`src/rtl/constraint_sampler_pkg.sv`:
```
// Shared types and helpers for the rejection-sampling stimulus drivers:
// LFSR constants, FSM state encoding and candidate-width arithmetic.
package constraint_sampler_pkg;

  localparam int                LFSR_W    = 64;
  localparam logic [LFSR_W-1:0] LFSR_TAPS = 64'hD800000000000000;

  typedef enum logic [2:0] {IDLE, FILL, CHECK, HOLD, DONE} state_e;

  function automatic int words_for(int data_w);
    return (data_w + LFSR_W - 1) / LFSR_W;
  endfunction

  // Galois step for x^64+x^63+x^61+x^60+1
  function automatic logic [LFSR_W-1:0] lfsr_next(logic [LFSR_W-1:0] s);
    return (s >> 1) ^ (s[0] ? LFSR_TAPS : '0);
  endfunction

endpackage

```
`src/rtl/lfsr64_galois.sv`:
```
// 64-bit Galois LFSR with synchronous load; load wins over step.
// Reusable by any sampler that needs a reseedable pseudo-random word source.
module lfsr64_galois
  import constraint_sampler_pkg::*;
#(
  parameter logic [LFSR_W-1:0] SEED = 64'h1
) (
  input  logic              clk,
  input  logic              rst,
  input  logic              load,
  input  logic [LFSR_W-1:0] load_val,
  input  logic              step,
  output logic [LFSR_W-1:0] state
);

  logic [LFSR_W-1:0] state_q;

  always_ff @(posedge clk or posedge rst) begin
    if (rst)       state_q <= SEED;
    else if (load) state_q <= load_val;
    else if (step) state_q <= lfsr_next(state_q);
  end

  assign state = state_q;

endmodule

```
`src/rtl/constraint_sample_driver.sv`:
```
// Rejection sampler: fills a candidate from the LFSR, asks the checker for a
// verdict and hands accepted candidates downstream over valid/ready.
//   state | meaning
//   IDLE  | waiting for start, seed may be reloaded
//   FILL  | shifting one LFSR word per cycle into the candidate
//   CHECK | candidate stable, waiting out checker latency, then sampling x
//   HOLD  | accepted candidate offered to the sink
//   DONE  | one-cycle end-of-run pulse
module constraint_sample_driver
  import constraint_sampler_pkg::*;
#(
  parameter int                DATA_W    = 779,
  parameter int                CHK_LAT   = 0,
  parameter int                MAX_TRIES = 1024,
  parameter logic [LFSR_W-1:0] SEED      = 64'h1
) (
  input  logic              clk,
  input  logic              rst,
  input  logic              start_i,
  input  logic [15:0]       n_samples_i,
  input  logic              seed_load_i,
  input  logic [63:0]       seed_i,
  output logic [DATA_W-1:0] cand_o,
  input  logic              chk_x_i,
  output logic              smp_valid_o,
  input  logic              smp_ready_i,
  output logic [DATA_W-1:0] smp_data_o,
  output logic              busy_o,
  output logic              done_o,
  output logic              timeout_o,
  output logic [31:0]       tries_o,
  output logic [15:0]       accepted_o
);

  localparam int WORDS = words_for(DATA_W);

  state_e            state_q, state_d;
  logic [DATA_W-1:0] cand_q, cand_d, cand_shift;
  logic [15:0]       n_q, n_d, acc_q, acc_d;
  logic [15:0]       fill_q, fill_d, lat_q, lat_d;
  logic [31:0]       tries_q, tries_d, rej_q, rej_d;
  logic              timeout_q, timeout_d;
  logic              lfsr_load, lfsr_step;
  logic [LFSR_W-1:0] lfsr_state, lfsr_word, seed_eff;

  assign seed_eff  = (seed_i == '0) ? 64'h1 : seed_i;
  assign lfsr_word = lfsr_next(lfsr_state);

  lfsr64_galois #(.SEED(SEED)) u_lfsr (
    .clk      (clk),
    .rst      (rst),
    .load     (lfsr_load),
    .load_val (seed_eff),
    .step     (lfsr_step),
    .state    (lfsr_state)
  );

  // Newest word enters the LSBs, so the first word of a fill ends up on top
  if (DATA_W > LFSR_W) begin : g_wide
    assign cand_shift = {cand_q[DATA_W-LFSR_W-1:0], lfsr_word};
  end else begin : g_narrow
    assign cand_shift = lfsr_word[DATA_W-1:0];
  end

  always_ff @(posedge clk or posedge rst) begin
    if (rst) begin
      state_q   <= IDLE;
      cand_q    <= '0;
      n_q       <= '0;
      acc_q     <= '0;
      fill_q    <= '0;
      lat_q     <= '0;
      tries_q   <= '0;
      rej_q     <= '0;
      timeout_q <= 1'b0;
    end else begin
      state_q   <= state_d;
      cand_q    <= cand_d;
      n_q       <= n_d;
      acc_q     <= acc_d;
      fill_q    <= fill_d;
      lat_q     <= lat_d;
      tries_q   <= tries_d;
      rej_q     <= rej_d;
      timeout_q <= timeout_d;
    end
  end

  always_comb begin
    state_d   = state_q;
    cand_d    = cand_q;
    n_d       = n_q;
    acc_d     = acc_q;
    fill_d    = fill_q;
    lat_d     = lat_q;
    tries_d   = tries_q;
    rej_d     = rej_q;
    timeout_d = timeout_q;
    lfsr_load = 1'b0;
    lfsr_step = 1'b0;
    unique case (state_q)
      IDLE: begin
        lfsr_load = seed_load_i;
        if (start_i) begin
          n_d       = n_samples_i;
          acc_d     = '0;
          tries_d   = '0;
          timeout_d = 1'b0;
          rej_d     = 32'(MAX_TRIES);
          fill_d    = 16'(WORDS - 1);
          state_d   = (n_samples_i == '0) ? DONE : FILL;
        end
      end
      FILL: begin
        lfsr_step = 1'b1;
        cand_d    = cand_shift;
        if (fill_q == '0) begin
          lat_d   = 16'(CHK_LAT);
          state_d = CHECK;
        end else begin
          fill_d = fill_q - 16'd1;
        end
      end
      CHECK: begin
        if (lat_q == '0) begin
          tries_d = (tries_q == '1) ? tries_q : tries_q + 32'd1;
          if (chk_x_i) begin
            rej_d   = 32'(MAX_TRIES);
            state_d = HOLD;
          end else if (rej_q == 32'd1) begin
            timeout_d = 1'b1;
            state_d   = DONE;
          end else begin
            rej_d   = rej_q - 32'd1;
            fill_d  = 16'(WORDS - 1);
            state_d = FILL;
          end
        end else begin
          lat_d = lat_q - 16'd1;
        end
      end
      HOLD: begin
        if (smp_ready_i) begin
          acc_d = acc_q + 16'd1;
          if ((acc_q + 16'd1) == n_q) begin
            state_d = DONE;
          end else begin
            fill_d  = 16'(WORDS - 1);
            state_d = FILL;
          end
        end
      end
      DONE:    state_d = IDLE;
      default: state_d = IDLE;
    endcase
  end

  assign cand_o      = cand_q;
  assign smp_data_o  = cand_q;
  assign smp_valid_o = (state_q == HOLD);
  assign busy_o      = (state_q == FILL) || (state_q == CHECK) || (state_q == HOLD);
  assign done_o      = (state_q == DONE);
  assign timeout_o   = timeout_q;
  assign tries_o     = tries_q;
  assign accepted_o  = acc_q;

endmodule

```
`config.mk`:
```
export PLATFORM = sky130hd
export DESIGN_NAME = constraint_sample_driver
export DESIGN_NICKNAME = d
export VERILOG_FILES = /design/src/rtl/constraint_sampler_pkg.sv /design/src/rtl/lfsr64_galois.sv /design/src/rtl/constraint_sample_driver.sv
export SDC_FILE = /design/constraint.sdc
export NUM_CORES = 2
export LEC_CHECK = 0
export BUFFER_PORTS_ARGS = -buffer_cell sky130_fd_sc_hd__buf_2
export CAP_MARGIN = 20
export CORE_AREA = 2 2 669 671
export CTS_CLUSTER_DIAMETER = 80
export DETAILED_ROUTE_END_ITERATION = 6
export DIE_AREA = 0 0 671 673
export HOLD_SLACK_MARGIN = 0.12
export MAX_ROUTING_LAYER = met4
export SYNTH_ARGS = -nofsm -noshare
export SYNTH_HDL_FRONTEND = slang
export SYNTH_HIERARCHICAL = 1
export SYNTH_SLANG_ARGS = --single-unit
```
`constraint.sdc`:
```
create_clock -name clk -period 49 [get_ports clk]
set_clock_uncertainty 0.2 [all_clocks]
set_input_delay 14.7 -clock clk [delete_from_list [all_inputs] [get_ports clk]]
set_output_delay 14.7 -clock clk [all_outputs]
set_load 0.02 [all_outputs]
```
Word-level counts from Yosys, hierarchy flattened:

Cells that the tools add are included.

* flip-flop bits (word level): 975
* logic and storage cells: 98

* bitwise operators: 1
* muxes and demuxes: 43
* reductions and logical operators: 20
* equality and inequality tests: 19
* add/subtract/negate cells: 5

Operator list (count)
* $mux 64: 4
* $mux 32: 7
* $mux 16: 11
* $pmux 32 s2: 2
* $logic_not 64->1: 1
* $pmux 16 s2: 2
* $pmux 16 s4: 1
* $xor 63x64->64: 1
* $logic_not 16->1: 3
* $add 32x1->32 const B: 1
* $eq 32x1->1 const B: 1
* $eq 32x32->1 const B: 1
* $sub 16x1->16 const B: 2
* $sub 32x1->32 const B: 1
* $mux 3: 8
* $ne 2x2->1 const B: 10
* $add 16x1->16 const B: 1
* $eq 16x16->1: 1
* $pmux 3 s4: 1
* $reduce_and 4->1: 3
* $reduce_and 8->1: 1
* $reduce_bool 2->1: 4
* $eq 3x2->1 const B: 2
* $mux 1: 6
* 11 further kinds: 13

Longest topological paths before layout:

* word-level depth: 5
* mapped depth: 12

Cells and area by module:

Netlist, hierarchy kept.

Modules (own cells, without submodules)
* constraint_sample_driver: cells an instance 4967, seq. area each 22796.9 um2, area an instance 42475.7 um2, instances 1
* lfsr64_galois: cells an instance 283, seq. area each 1602.8 um2, area an instance 3031.7 um2, instances 1

Worst setup path after synthesis:

OpenSTA, ideal clock, no wires.

* kind: input to register
* start: input port chk_x_i
* end: register rej_q[24]
* setup time: 104 ps
* data arrival time: 16024 ps
* slack: 32672 ps
* required time: 48696 ps
* stages: 9
* buffers on the path: 3
* path through: inv_1 nand2_1 nor4_1 or3_1 buf_2 or2_1 buf_6 buf_6 o41ai_4

* word-level cells in the longest chain between the ends: 3
* elaborated cells between the ends (all ways): 5

RTL lines
* start: declaration: RTL line constraint_sample_driver.sv:24 `input logic chk_x_i,`
* $mux 32: RTL line constraint_sample_driver.sv:127 `if (chk_x_i) begin`
* $mux 32: RTL line constraint_sample_driver.sv:125 `if (lat_q == '0) begin`
* $pmux 32 s2: RTL line constraint_sample_driver.sv:101 `unique case (state_q)`
* end signal: assignment: RTL line constraint_sample_driver.sv:84 `rej_q <= rej_d;`
* end: declaration: RTL line constraint_sample_driver.sv:41 `logic [31:0] tries_q, tries_d, rej_q, rej_d;`

Parallel ways exist; a longest one is shown, timed or not. The select of a mux whose other input is x is not followed.
A chain may end at the register's enable or synchronous reset.

==> reports/results.txt <==
Clock sink total = 975
DR pass1 iterations = 5
DRT antenna net count = 0
Layout cells sized above 1 = 32.6%
Yosys cell types = 66
FILL cells = 50700
Total wire length = 368000 um
Sequential share of the synthesized area = 53.6%
Power per Cell Area = 32.1 nW/um2
RSZ-0062 raised after global routing = false
Area Overhead vs Synth = 31.0%
Final period util = 35.7%
Reg2reg path depth = 9
CTS buffer count = 140
Top cells by count, synth = nand2_1, dfrtp_1, buf_4
Total grt overflow = 0
Synth top area cells = dfrtp_1, nand2_1, buf_4
Post-CTS Setup Repair Bufs = 0
Die Area = 452000 um2
Final Slew Violations = 0
Synthesized area per cell = 8.67 um2
Leak = 31.3 nW
CP Data Arrival Time = 18070 ps
Post-synth EDFFs = 0
# rows = 245
Hold endpoint = rej_q[31]
# H-tree levels = 4
CP Launch Point = rst
Yosys synthesis warning count = 6
Reg2Reg Setup Slack = 43340 ps
Clock buffer depth = 4
Crit Path Max Fanout = 165
Final net count = 6155
Starting Density = 10.2%
DR vias = 40300
HPWL after detailed placement = 312000 um
Mapped Area = 45500 um2
Setup crit start kind = primary input
Post-synthesis register bit count = 975
Async SR Flop Fraction = 100%
Vias in the first global route = 36900
Pin count of the biggest net entering global routing = 186
Initial antenna violation count = 40
Initial drt markers = 4071
Max-cap viol count = 0
Worst setup EP type = async pin
Buffers added on ports = 1695
Hold Vio Cnt, Final = 0
Top-count cell post-synth = nand2_1
CTS Hold Bufs = 0
Min Tclk post-route = 17510 ps
Routability Congestion = 1.02
Wire length per cell = 30.4 um
Die Height = 673 um
Vias per cell = 3.32
Worst r2r dst = cand_o[664]
Hold/Removal Path Class = reg -> reg
Req. time, crit path = 49560 ps
Top_reg_cell synth = dfrtp_1
Final-report setup violation count = 0
Max-slew headroom = 16.8%
Core box area = 444000 um2
VDD IR max = 21.8 uV
WS Path Type = in -> async
Clock-pin transition on the worst setup and hold timing paths = 60 ps
Reg-to-reg startpoint = state_q[1]
CTS tree = yes
Slew @ Worst Pin = 1250 ps
Setup TNS = 0 ps
Hold_sp = rej_q[31]
Total GRT Usage = 16.0%
Fmax achieved = 57.1 MHz
DRC = 0
Net Count, Synth = 5342
Status = completed
Yosys top cell area share = 53.6%
Tot Pwr = 1.91 mW
CTS root buf = clkbuf_16
Cell taking the most area after synthesis = dfrtp_1
First-pass GRT wire length = 453000 um
Die width = 671 um
Hold Path Depth = 1
# IOs = 1696
Worst skew pair latency = 810 ps
Cells after Synth = 5250
Post-CTS Resized = 0
## cell usage in the layout (no fill, tap or decap), types with 27 or more instances in the layout
master	Yosys	routed
nand2_1	2459	2458
buf_2	11	1696
dfrtp_1	974	974
clkbuf_16	0	143
nor2_1	107	107
o21ai_0	86	86
o21ai_1	65	65
mux2i_1	62	62
buf_4	781	46
nor3_1	37	36
nor4_1	37	34
xor2_1	34	34
a21oi_1	30	30
nand3_1	27	27
## where the power goes
group	internal (mW)	switching [mW]	total [mW]
Clock	0.647	0.430	1.08
Sequential	0.806	0.000623	0.807
Combinational	0.00480	0.0237	0.0285
## worst max-delay path: stages
cell	delay, ps
buf_2	140
inv_8	410
buf_12	400
buf_4	750
buf_12	610
## worst max path at each step
stage / end / cells past startpoint
5_1_grt: cand_o[709] / 5
3_3_place_gp: cand_o[556] / 5
4_1_cts: cand_o[685] / 5
3_5_place_dp: cand_o[642] / 5
6_report: cand_o[503] / 5
2_1_floorplan: accepted_o[0] / 1
## final cells by class
cell class	count	area (um2)	share of cell area [%]
timing repair buffer	1747	8940	15.0
tap	5928	7420	12.4
antenna	20	50.0	0.0839
clock buffer	185	3960	6.63
clock inverter	60	805	1.35
multi-input combinational	3179	14000	23.4
sequential	975	24400	40.9
inverter	20	91.3	0.153
## registers in the layout, indices dropped and copies added, names as in the netlist
signal,flops
accepted_o,16
cand_o,779
fill_q,16
lat_q,16
n_q,16
rej_q,32
state_q,3
timeout_o,1
tries_o,32
u_lfsr/state,64
## stage by stage
stage / setup slack (ps) / hold slack [ps] / std cells / util (%) / cell area (um2)
finish: 31490 / 292 / 12100 / 13.4 / 59600
global route: 31080 / 305 / 12100 / 13.4 / 59600
CTS: 31470 / 292 / 12100 / 13.4 / 59600
detailed placement: 30580 / 271 / 11800 / 12.3 / 54800
global placement: 30570 / 267 / 11800 / 12.3 / 54800
floorplan: 8490 / 236 / 5250 / - / 45500
## metal layers
metal	GRT usage, %	vias up	part of all wire (%)
li1	-	17300	-
met1	17.2	20400	37
met2	24.6	2075	45
met3	7.87	455	12
met4	7.79	0	5.8
met5	-	-	0
## cells by family after synthesis
kind of cell	after synthesis	share of synthesized area, %
AOI/OAI and AO/OA	243	3.18
xor gates and xnor gates	61	1.20
adders and majority gates	6	0.165
buffers and inverters	1096	15.8
DFF	975	53.6
muxes	79	1.79
and+or+nand+nor	2790	24.3
Power figures use the tool's default switching activity.
